### config.mk
export PLATFORM = sky130hd
export DESIGN_NAME = genius_control
export DESIGN_NICKNAME = d
export VERILOG_FILES = /design/src/rtl/genius_control.sv
export SDC_FILE = /design/constraint.sdc
export NUM_CORES = 1
export LEC_CHECK = 0
export BUFFER_PORTS_ARGS = -buffer_cell sky130_fd_sc_hd__buf_2
export CELL_PAD_IN_SITES_DETAIL_PLACEMENT = 0
export CELL_PAD_IN_SITES_GLOBAL_PLACEMENT = 1
export CORE_MARGIN = 2
export CORE_UTILIZATION = 34
export CTS_CLUSTER_SIZE = 28
export DETAILED_ROUTE_END_ITERATION = 7
export GPL_ROUTABILITY_DRIVEN = 0
export PLACE_DENSITY = 0.91
export SLEW_MARGIN = 15
export SYNTH_ARGS = -nofsm -noshare
export SYNTH_HDL_FRONTEND = slang
export SYNTH_SLANG_ARGS = --single-unit
### constraint.sdc
create_clock -name CLOCK_50 -period 1.7 [get_ports CLOCK_50]
set_clock_uncertainty 0.05 [all_clocks]
set_input_delay 0.34 -clock CLOCK_50 [delete_from_list [all_inputs] [get_ports CLOCK_50]]
set_output_delay 0.34 -clock CLOCK_50 [all_outputs]
set_load 0.02 [all_outputs]
### src/rtl/genius_control.sv
// ---------------------------------------------------------------------------
// genius_control
// Control FSM for the Genius (Simon) game. It sits directly upstream of the
// game datapath and sequences one game as follows:
//   setup -> FPGA playback -> user entry -> check -> next round / result.
//
// Parameters
//   SETTLE_CYCLES : cycles spent in S_CHECK before match/win are sampled
//                   (legal range 1..15).
//   ENTER_ACTIVE  : level of 'enter' that means the key is pressed.
//
// Ports
//   CLOCK_50  in   system clock, rising-edge active
//   reset     in   synchronous active-low reset
//   enter     in   synchronized ENTER key level (only the press edge matters)
//   end_FPGA  in   datapath: FPGA sequence playback finished
//   end_User  in   datapath: user has entered ROUND+1 symbols
//   end_time  in   datapath: user timer expired
//   win       in   datapath: final round reached with a correct sequence
//   match     in   datapath: user sequence equals FPGA sequence
//   R1        out  datapath global reset
//   R2        out  datapath per-round reset
//   E1        out  setup register load enable
//   E2        out  user-entry phase enable
//   E3        out  FPGA playback enable
//   E4        out  round counter increment (one-cycle pulse)
//   SEL       out  display select (0 = game view, 1 = result view)
//   state_o   out  current state encoding, for debug/LEDs
// ---------------------------------------------------------------------------
module genius_control #(
  parameter int unsigned SETTLE_CYCLES = 2,
  parameter bit          ENTER_ACTIVE  = 1'b1
) (
  input  logic       CLOCK_50,
  input  logic       reset,
  input  logic       enter,
  input  logic       end_FPGA,
  input  logic       end_User,
  input  logic       end_time,
  input  logic       win,
  input  logic       match,
  output logic       R1,
  output logic       R2,
  output logic       E1,
  output logic       E2,
  output logic       E3,
  output logic       E4,
  output logic       SEL,
  output logic [2:0] state_o
);

  typedef enum logic [2:0] {
    S_INIT   = 3'd0,
    S_SETUP  = 3'd1,
    S_SEQ    = 3'd2,
    S_PLAY   = 3'd3,
    S_CHECK  = 3'd4,
    S_NEXT   = 3'd5,
    S_RESULT = 3'd6
  } state_e;

  localparam logic [3:0] SETTLE_LAST = 4'(SETTLE_CYCLES - 1);

  // The state register is kept as a plain 3-bit vector so that the unused
  // encoding 7 is representable and can be steered back to S_INIT.
  logic [2:0] r_state;
  logic [3:0] r_settleCnt;
  logic       r_enterQ;
  state_e     w_nextState;
  logic       w_press;
  logic       w_settled;

  // A press is the first cycle the key reads active after reading inactive,
  // so holding the key down produces exactly one press.
  assign w_press   = (enter == ENTER_ACTIVE) && (r_enterQ != ENTER_ACTIVE);
  assign w_settled = (r_settleCnt == SETTLE_LAST);

  // State, settle counter and key history. The key history resets to the
  // pressed level so a key still held when reset is released is not seen
  // as a fresh press. The settle counter only runs inside S_CHECK and is
  // held at zero everywhere else, which clears it on every entry.
  always_ff @(posedge CLOCK_50) begin
    if (!reset) begin
      r_state     <= S_INIT;
      r_settleCnt <= 4'd0;
      r_enterQ    <= ENTER_ACTIVE;
    end else begin
      r_state     <= w_nextState;
      r_enterQ    <= enter;
      if (r_state == S_CHECK) begin
        r_settleCnt <= r_settleCnt + 4'd1;
      end else begin
        r_settleCnt <= 4'd0;
      end
    end
  end

  // Next-state logic and Moore output decode. Outputs depend only on the
  // state register; the illegal encoding drives every strobe low and
  // returns to S_INIT on the next clock.
  always_comb begin
    w_nextState = S_INIT;
    R1          = 1'b0;
    R2          = 1'b0;
    E1          = 1'b0;
    E2          = 1'b0;
    E3          = 1'b0;
    E4          = 1'b0;
    SEL         = 1'b0;
    case (r_state)
      S_INIT: begin
        R1          = 1'b1;
        R2          = 1'b1;
        w_nextState = S_SETUP;
      end
      S_SETUP: begin
        E1          = 1'b1;
        w_nextState = w_press ? S_SEQ : S_SETUP;
      end
      S_SEQ: begin
        E3          = 1'b1;
        w_nextState = end_FPGA ? S_PLAY : S_SEQ;
      end
      S_PLAY: begin
        E2 = 1'b1;
        // end_User outranks end_time when both arrive together.
        if (end_User) begin
          w_nextState = S_CHECK;
        end else if (end_time) begin
          w_nextState = S_RESULT;
        end else begin
          w_nextState = S_PLAY;
        end
      end
      S_CHECK: begin
        if (!w_settled) begin
          w_nextState = S_CHECK;
        end else if (match && !win) begin
          w_nextState = S_NEXT;
        end else begin
          w_nextState = S_RESULT;
        end
      end
      S_NEXT: begin
        R2          = 1'b1;
        E4          = 1'b1;
        w_nextState = S_SEQ;
      end
      S_RESULT: begin
        SEL         = 1'b1;
        w_nextState = w_press ? S_INIT : S_RESULT;
      end
      default: begin
        w_nextState = S_INIT;
      end
    endcase
  end

  assign state_o = r_state;

endmodule

==> results of run 1 <==
[where the power goes]
group          leakage [nW]  switching (mW)  internal, mW
Combinational         0.185          0.0326        0.0275
Clock                0.0138          0.0583        0.0804
Sequential           0.0665         0.00998         0.192
Total                 0.265           0.101         0.300
[layout make-up]
cell class,count,area share (%)
sequential,8,29.4
clock buffer,3,3.97
multi-input combinational,40,47.0
timing repair buffer,17,15.0
inverter,2,1.32
tap,15,3.31
[metrics by stage]
step	instance area, sq um	utilization, %
after floorplan	453	-
after global placement	536	42.2
after detailed placement	536	42.2
after CTS	561	44.2
after global routing	567	44.7
final	567	44.7
[Yosys cell counts, types with 2 or more instances]
cell / instances
and3b_1: 2
buf_2: 2
dfxtp_1: 8
ha_1: 2
inv_1: 2
nand2_1: 4
nand2b_1: 2
nand3_1: 3
nor2_1: 6
nor2b_1: 4
nor3b_1: 2
o21ai_0: 2
[logic make-up after synthesis]
logic type,synth area share [%]
and+or+nand+nor,34.4
AOI/OAI and AO/OA,11.7
DFF,35.8
buffers and inverters,6.43
xor gates and xnor gates,3.91
adders and majority gates,5.59
muxes,2.23
[worst max-delay path, cell delays in order, from the launching register on]
cell,delay (ps)
dfxtp_4,400
and3b_1,190
or2_1,190
buf_2,150
[registers in the layout, summed over array words and instances (netlist names)]
register / flops
r_enterQ: 1
r_settleCnt: 4
state_o: 3
[how the worst min path moves through the flow]
stage                         startpoint              to  slack, ps  depth (start not counted)
after floorplan                    reset        r_enterQ        360                          1
after global placement    r_settleCnt[0]  r_settleCnt[0]        400                          1
after detailed placement  r_settleCnt[0]  r_settleCnt[0]        410                          1
after CTS                          enter        r_enterQ        230                          2
after global routing               enter        r_enterQ        250                          2
final                              enter        r_enterQ        240                          2
[layer usage]
layer / global-route usage (%) / share of wire, %
met5: 0 / 0
met4: 10.0 / 0.86
met3: 3.33 / 5.9
met2: 18.1 / 43
met1: 13.5 / 50
==> summary.md, run 1 <==
| Metric | Value |
|---|---|
| Area taken by multi-input logic gates | 267 sq um |
| Non-filler cells, final | 85 |
| DR WL/cell | 9.60 microns |
| Critical Path End | R2 |
| Clk slew on worst S/H paths | 50 ps |
| Post-DRT Antenna Nets | 0 |
| Vias/cell | 4.64 |
| Total clock sinks | 8 |
| IO Count | 18 |
| WP data required | 1310 ps |
| Total Power | 0.401 mW |
| Root Buffer | clkbuf_4 |
| CP endpoint kind | output pin |
| Hold crit path type | in2reg |
| Initial Utilization | 35.3% |
| Worst Setup Start Kind | flip-flop |
| Die height | 40.3 microns |
| Drt pass-1 iters | 2 |
| PD cells | 707 nW/um^2 |
| IR drop worst, VDD | 427 uV |
| Die ar. | 1620 sq um |
| Pleak | 0.265 nW |
| First-pass GRT wire length | 1220 microns |
| RSZ-0062 raised after global routing | no |
| Nets | 82 |
| Die extent in x | 40.3 microns |
| Setup TNS | 0 ps |
| Max Cap Viol | 0 |
| Final hold vios | 0 |
| Post-synthesis net count | 63 |
| Fillcell total | 137 |
| Final hold slack | 240 ps |
| R2R Setup Slk | 400 ps |
| Bufs on Longest Clock Path | 2 |
| Site row count | 13 |
| Core Box Area | 1270 sq um |
| Final wirelength | 816 microns |
| Yosys top cell by area | dfxtp_1 |
| Total number of vias | 394 |
| Max Slew Vio Count | 0 |
| Share of cells above drive strength 1 | 37.1% |
| Number of remaining DRC errors | 0 |
| Hold buffers post-CTS | 0 |
| Slew headroom | 83.3% |
| DR iter-0 viols | 3 |
| Synthesized flop and latch total | 8 |
| Post-CTS sizing | 2 |
| Initial antenna violation count | 0 |
| Post-CTS Setup Repair Bufs | 0 |
| Share of Yosys cell area claimed by the top area cell type | 35.8% |
| Cells after Synth | 53 |
| R2R cell count | 4 |
| DP HPWL | 645 microns |
| Final setup violation count | 0 |
| Setup ws final | 119 ps |
| Largest cells by area after synthesis | dfxtp_1 36%, ha_1 5.6%, nor2b_1 5.6%, nor2_1 5.0%, and3b_1 3.9% |
| CTS HTree Levels | 1 |
| Worst reg2reg path startpoint | state_o[2] |
| Syn. warnings | 0 |
| Ant. Diodes | 0 |
| FF+latch area | 166 sq um |
| Max frequency | 632 MHz |
| Clock latency on the worst-skew pair | 250 ps |
| Pin count of the biggest net entering global routing | 14 |
| Top_reg_cell synth | dfxtp_1 |
| Number of I/O port buffers | 17 |
| Congestion Overflow GR | 0 |
| Commonest non-fill, non-tap cell in the layout | buf_2 |
| Critical path class | reg2out |
| Asr flop ratio synth | 0% |
| Synthesized area | 448 sq um |
| Place WS | 218 ps |
| Status | complete, no violations |
| Fin crit period | 1580 ps |
| Mean post-synth cell area | 8.45 sq um |
| Critical Path Fanout Max | 12 |
| Number of global-route vias before repair | 329 |
| Global-route usage over all layers | 11.9% |
| CTS tree | yes |
| CTS Buf Count | 3 |
| Distinct cells, synth | 26 |
| Crit path DAT | 1190 ps |
| EDFF count, synth | 0 |
| Area grow syn2layout | 26.5% |
| Worst-margin pin slew | 251 ps |
| R2r endpoint | state_o[0] |
| Sequential share of the synthesized area | 35.8% |
| DP Cell Count | 82 |
| Final period utilization | 93.0% |
| Worst Setup SP | state_o[1] |
| Most frequent cells in the layout | 17 x buf_2, 6 x nor2_1, 5 x dfxtp_1 |
Power figures use the tool's default switching activity.
==> run 2: changes to the inputs <==
BUFFER_PORTS_ARGS = -buffer_cell sky130_fd_sc_hd__buf_4   (was -buffer_cell sky130_fd_sc_hd__buf_2)
PLACE_DENSITY = unset   (was 0.91)
PLACE_DENSITY_LB_ADDON = 0.2   (was unset)
clock period = 2 ns   (was 1.7 ns; I/O delays follow)
==> run 2 against run 1 <==
Worst hold slack improved by 50 ps. Flip-flop and latch count did not move. Final cell count did not move. Via count rose by 4.8%.
==> summary.md, run 2 (same netlist as run 1, synthesis figures left out) <==
| Metric | Value |
|---|---|
| Status | complete, no violations |
| Critical path class | reg2out |
| Total Power | 0.356 mW (-11%) |
| Die ar. | 1620 sq um (unchanged) |
| IR drop worst, VDD | 351 uV (-18%) |
| DP HPWL | 600 microns (-6.9%) |
| Area after DPL | 573 sq um (+7.0%) |
| Clk slew on worst S/H paths | 60 ps (about the same) |
| R2R Setup Slk | 600 ps (+200 ps) |
| Fillcell total | 135 (-1.5%) |
| CTS tree | yes |
| Pleak | 0.269 nW (+1.4%) |
| Worst Setup Start Kind | flip-flop |
| Final wirelength | 801 microns (-1.8%) |
| PD cells | 597 nW/um^2 (-16%) |
| Die extent in x | 40.3 microns (unchanged) |
| Worst reg2reg path startpoint | state_o[2] |
| Critical path depth | 3 (unchanged) |
| Critical Path End | R2 |
| Cell Chain, Critical Path | and3b_1 -> or2_1 -> buf_4 |
| Hold buffers post-CTS | 0 (unchanged) |
| Max Slew Vio Count | 0 (unchanged) |
| Place WS | 466 ps (+248 ps) |
| Clock latency on the worst-skew pair | 260 ps (about the same) |
| Crit path DAT | 1370 ps (+180 ps) |
| Post-CTS Setup Repair Bufs | 0 (unchanged) |
| Total number of vias | 413 (+4.8%) |
| Fin crit period | 1820 ps |
| Max reg flops | 4 (unchanged) |
| CP endpoint kind | output pin |
| Slowest cell on the critical path | dfxtp_1 |
| CTS HTree Levels | 1 (unchanged) |
| Number of remaining DRC errors | 0 (unchanged) |
| Largest Register | r_settleCnt |
| Setup ws final | 180 ps (+61.1 ps) |
| Share of cells above drive strength 1 | 30.0% (-7.1 points) |
| Hold crit path type | in2reg |
| IO Count | 18 (unchanged) |
| Ant. Diodes | 0 (unchanged) |
| Most frequent cells in the layout | 17 x buf_4, 8 x dfxtp_1, 6 x nor2_1 |
| Final setup violation count | 0 (unchanged) |
| RSZ-0062 raised after global routing | no |
| R2r endpoint | state_o[0] |
| Design area | 596 sq um (+5.1%) |
| Congestion Overflow GR | 0 (unchanged) |
| DR WL/cell | 9.42 microns (-1.8%) |
| Max frequency | 549 MHz |
| Global-route usage over all layers | 13.1% (+1.3 points) |
| Vias/cell | 4.86 (+4.8%) |
| Nets | 82 (unchanged) |
| Number of global-route vias before repair | 302 (-8.2%) |
| Slew headroom | 74.7% (-8.6 points) |
| Worst-margin pin slew | 380 ps (+129 ps) |
| Commonest non-fill, non-tap cell in the layout | buf_4 |
| DR iter-0 viols | 8 (+5) |
| First-pass GRT wire length | 1280 microns (+5.1%) |
| Initial antenna violation count | 0 (unchanged) |
| CP peak stage delay | 530 ps (+130 ps) |
| Critical path buffer and inverter count | 1 (unchanged) |
| Drt pass-1 iters | 4 (+2) |
| Site row count | 13 (unchanged) |
| R2R cell count | 4 (unchanged) |
| Root Buffer | clkbuf_4 |
| Hold Path Cell Cnt | 2 (unchanged) |
| Critical Path Fanout Max | 12 (unchanged) |
| Worst Setup SP | state_o[1] |
| CTS Buf Count | 3 (unchanged) |
| WP data required | 1550 ps (+240 ps) |
| Pin count of the biggest net entering global routing | 14 (unchanged) |
| Die height | 40.3 microns (unchanged) |
| Post-CTS sizing | 0 (-2) |
| Max Cap Viol | 0 (unchanged) |
| Final period utilization | 91.0% |
| Core Box Area | 1270 sq um (unchanged) |
| Bufs on Longest Clock Path | 2 (unchanged) |
| Final hold vios | 0 (unchanged) |
| Post-DRT Antenna Nets | 0 (unchanged) |
| Number of I/O port buffers | 17 (unchanged) |
| Area grow syn2layout | 33.0% |
| Total clock sinks | 8 (unchanged) |
| Initial Utilization | 35.3% (unchanged) |
| Setup TNS | 0 ps (unchanged) |
| CP top delay family | flip-flops |
[run 2: cell types whose count changed in the layout (fill, tap and decap cells not counted)]
| cell | previous run | this run |
|---|---|---|
| nor3_1 | 0 | 1 |
| dfxtp_4 | 1 | 0 |
| buf_4 | 0 | 17 |
| nor2b_1 | 3 | 4 |
| nor2b_2 | 1 | 0 |
| dfxtp_1 | 5 | 8 |
| buf_2 | 17 | 0 |
| dfxtp_2 | 2 | 0 |
| nor3_2 | 1 | 0 |
[run 2: where the power goes]
part	leakage, nW	total, mW	internal (mW)	switching [mW]
clock network	0.0138	0.124	0.0687	0.0557
registers	0.0652	0.172	0.164	0.00848
logic	0.190	0.0594	0.0317	0.0277
[run 2: worst min path at each step]
stage,slack (ps),endpoint,startpoint
detailed placement,410,r_settleCnt[0],r_settleCnt[0]
floorplan,380,r_settleCnt[0],r_settleCnt[0]
CTS,290,r_enterQ,enter
finish,290,r_enterQ,enter
global route,300,r_enterQ,enter
global placement,400,r_settleCnt[0],r_settleCnt[0]
[run 2: per-layer routing]
metal  wire [microns]  up-vias  GRT usage (%)
met3               68        4           8.33
li1                 -      213              -
met5                0        -              0
met4               21        0           10.0
met1              351      180           15.2
met2              359       16           16.9
[run 2: stage by stage]
stage	utilization [%]	instances	hold WS [ps]
global route	46.9	85	295
CTS	46.9	85	287
detailed placement	45.2	82	408
floorplan	-	53	383
global placement	45.2	82	401
finish	46.9	85	290
[run 2: final cells by class]
| class | instances | area [sq um] | area share, % |
|---|---|---|---|
| timing repair buffer | 17 | 128 | 21.4 |
| clock buffer | 3 | 22.5 | 3.78 |
| tap | 15 | 18.8 | 3.15 |
| multi-input combinational | 40 | 259 | 43.5 |
| inverter | 2 | 7.51 | 1.26 |
| sequential | 8 | 160 | 26.9 |
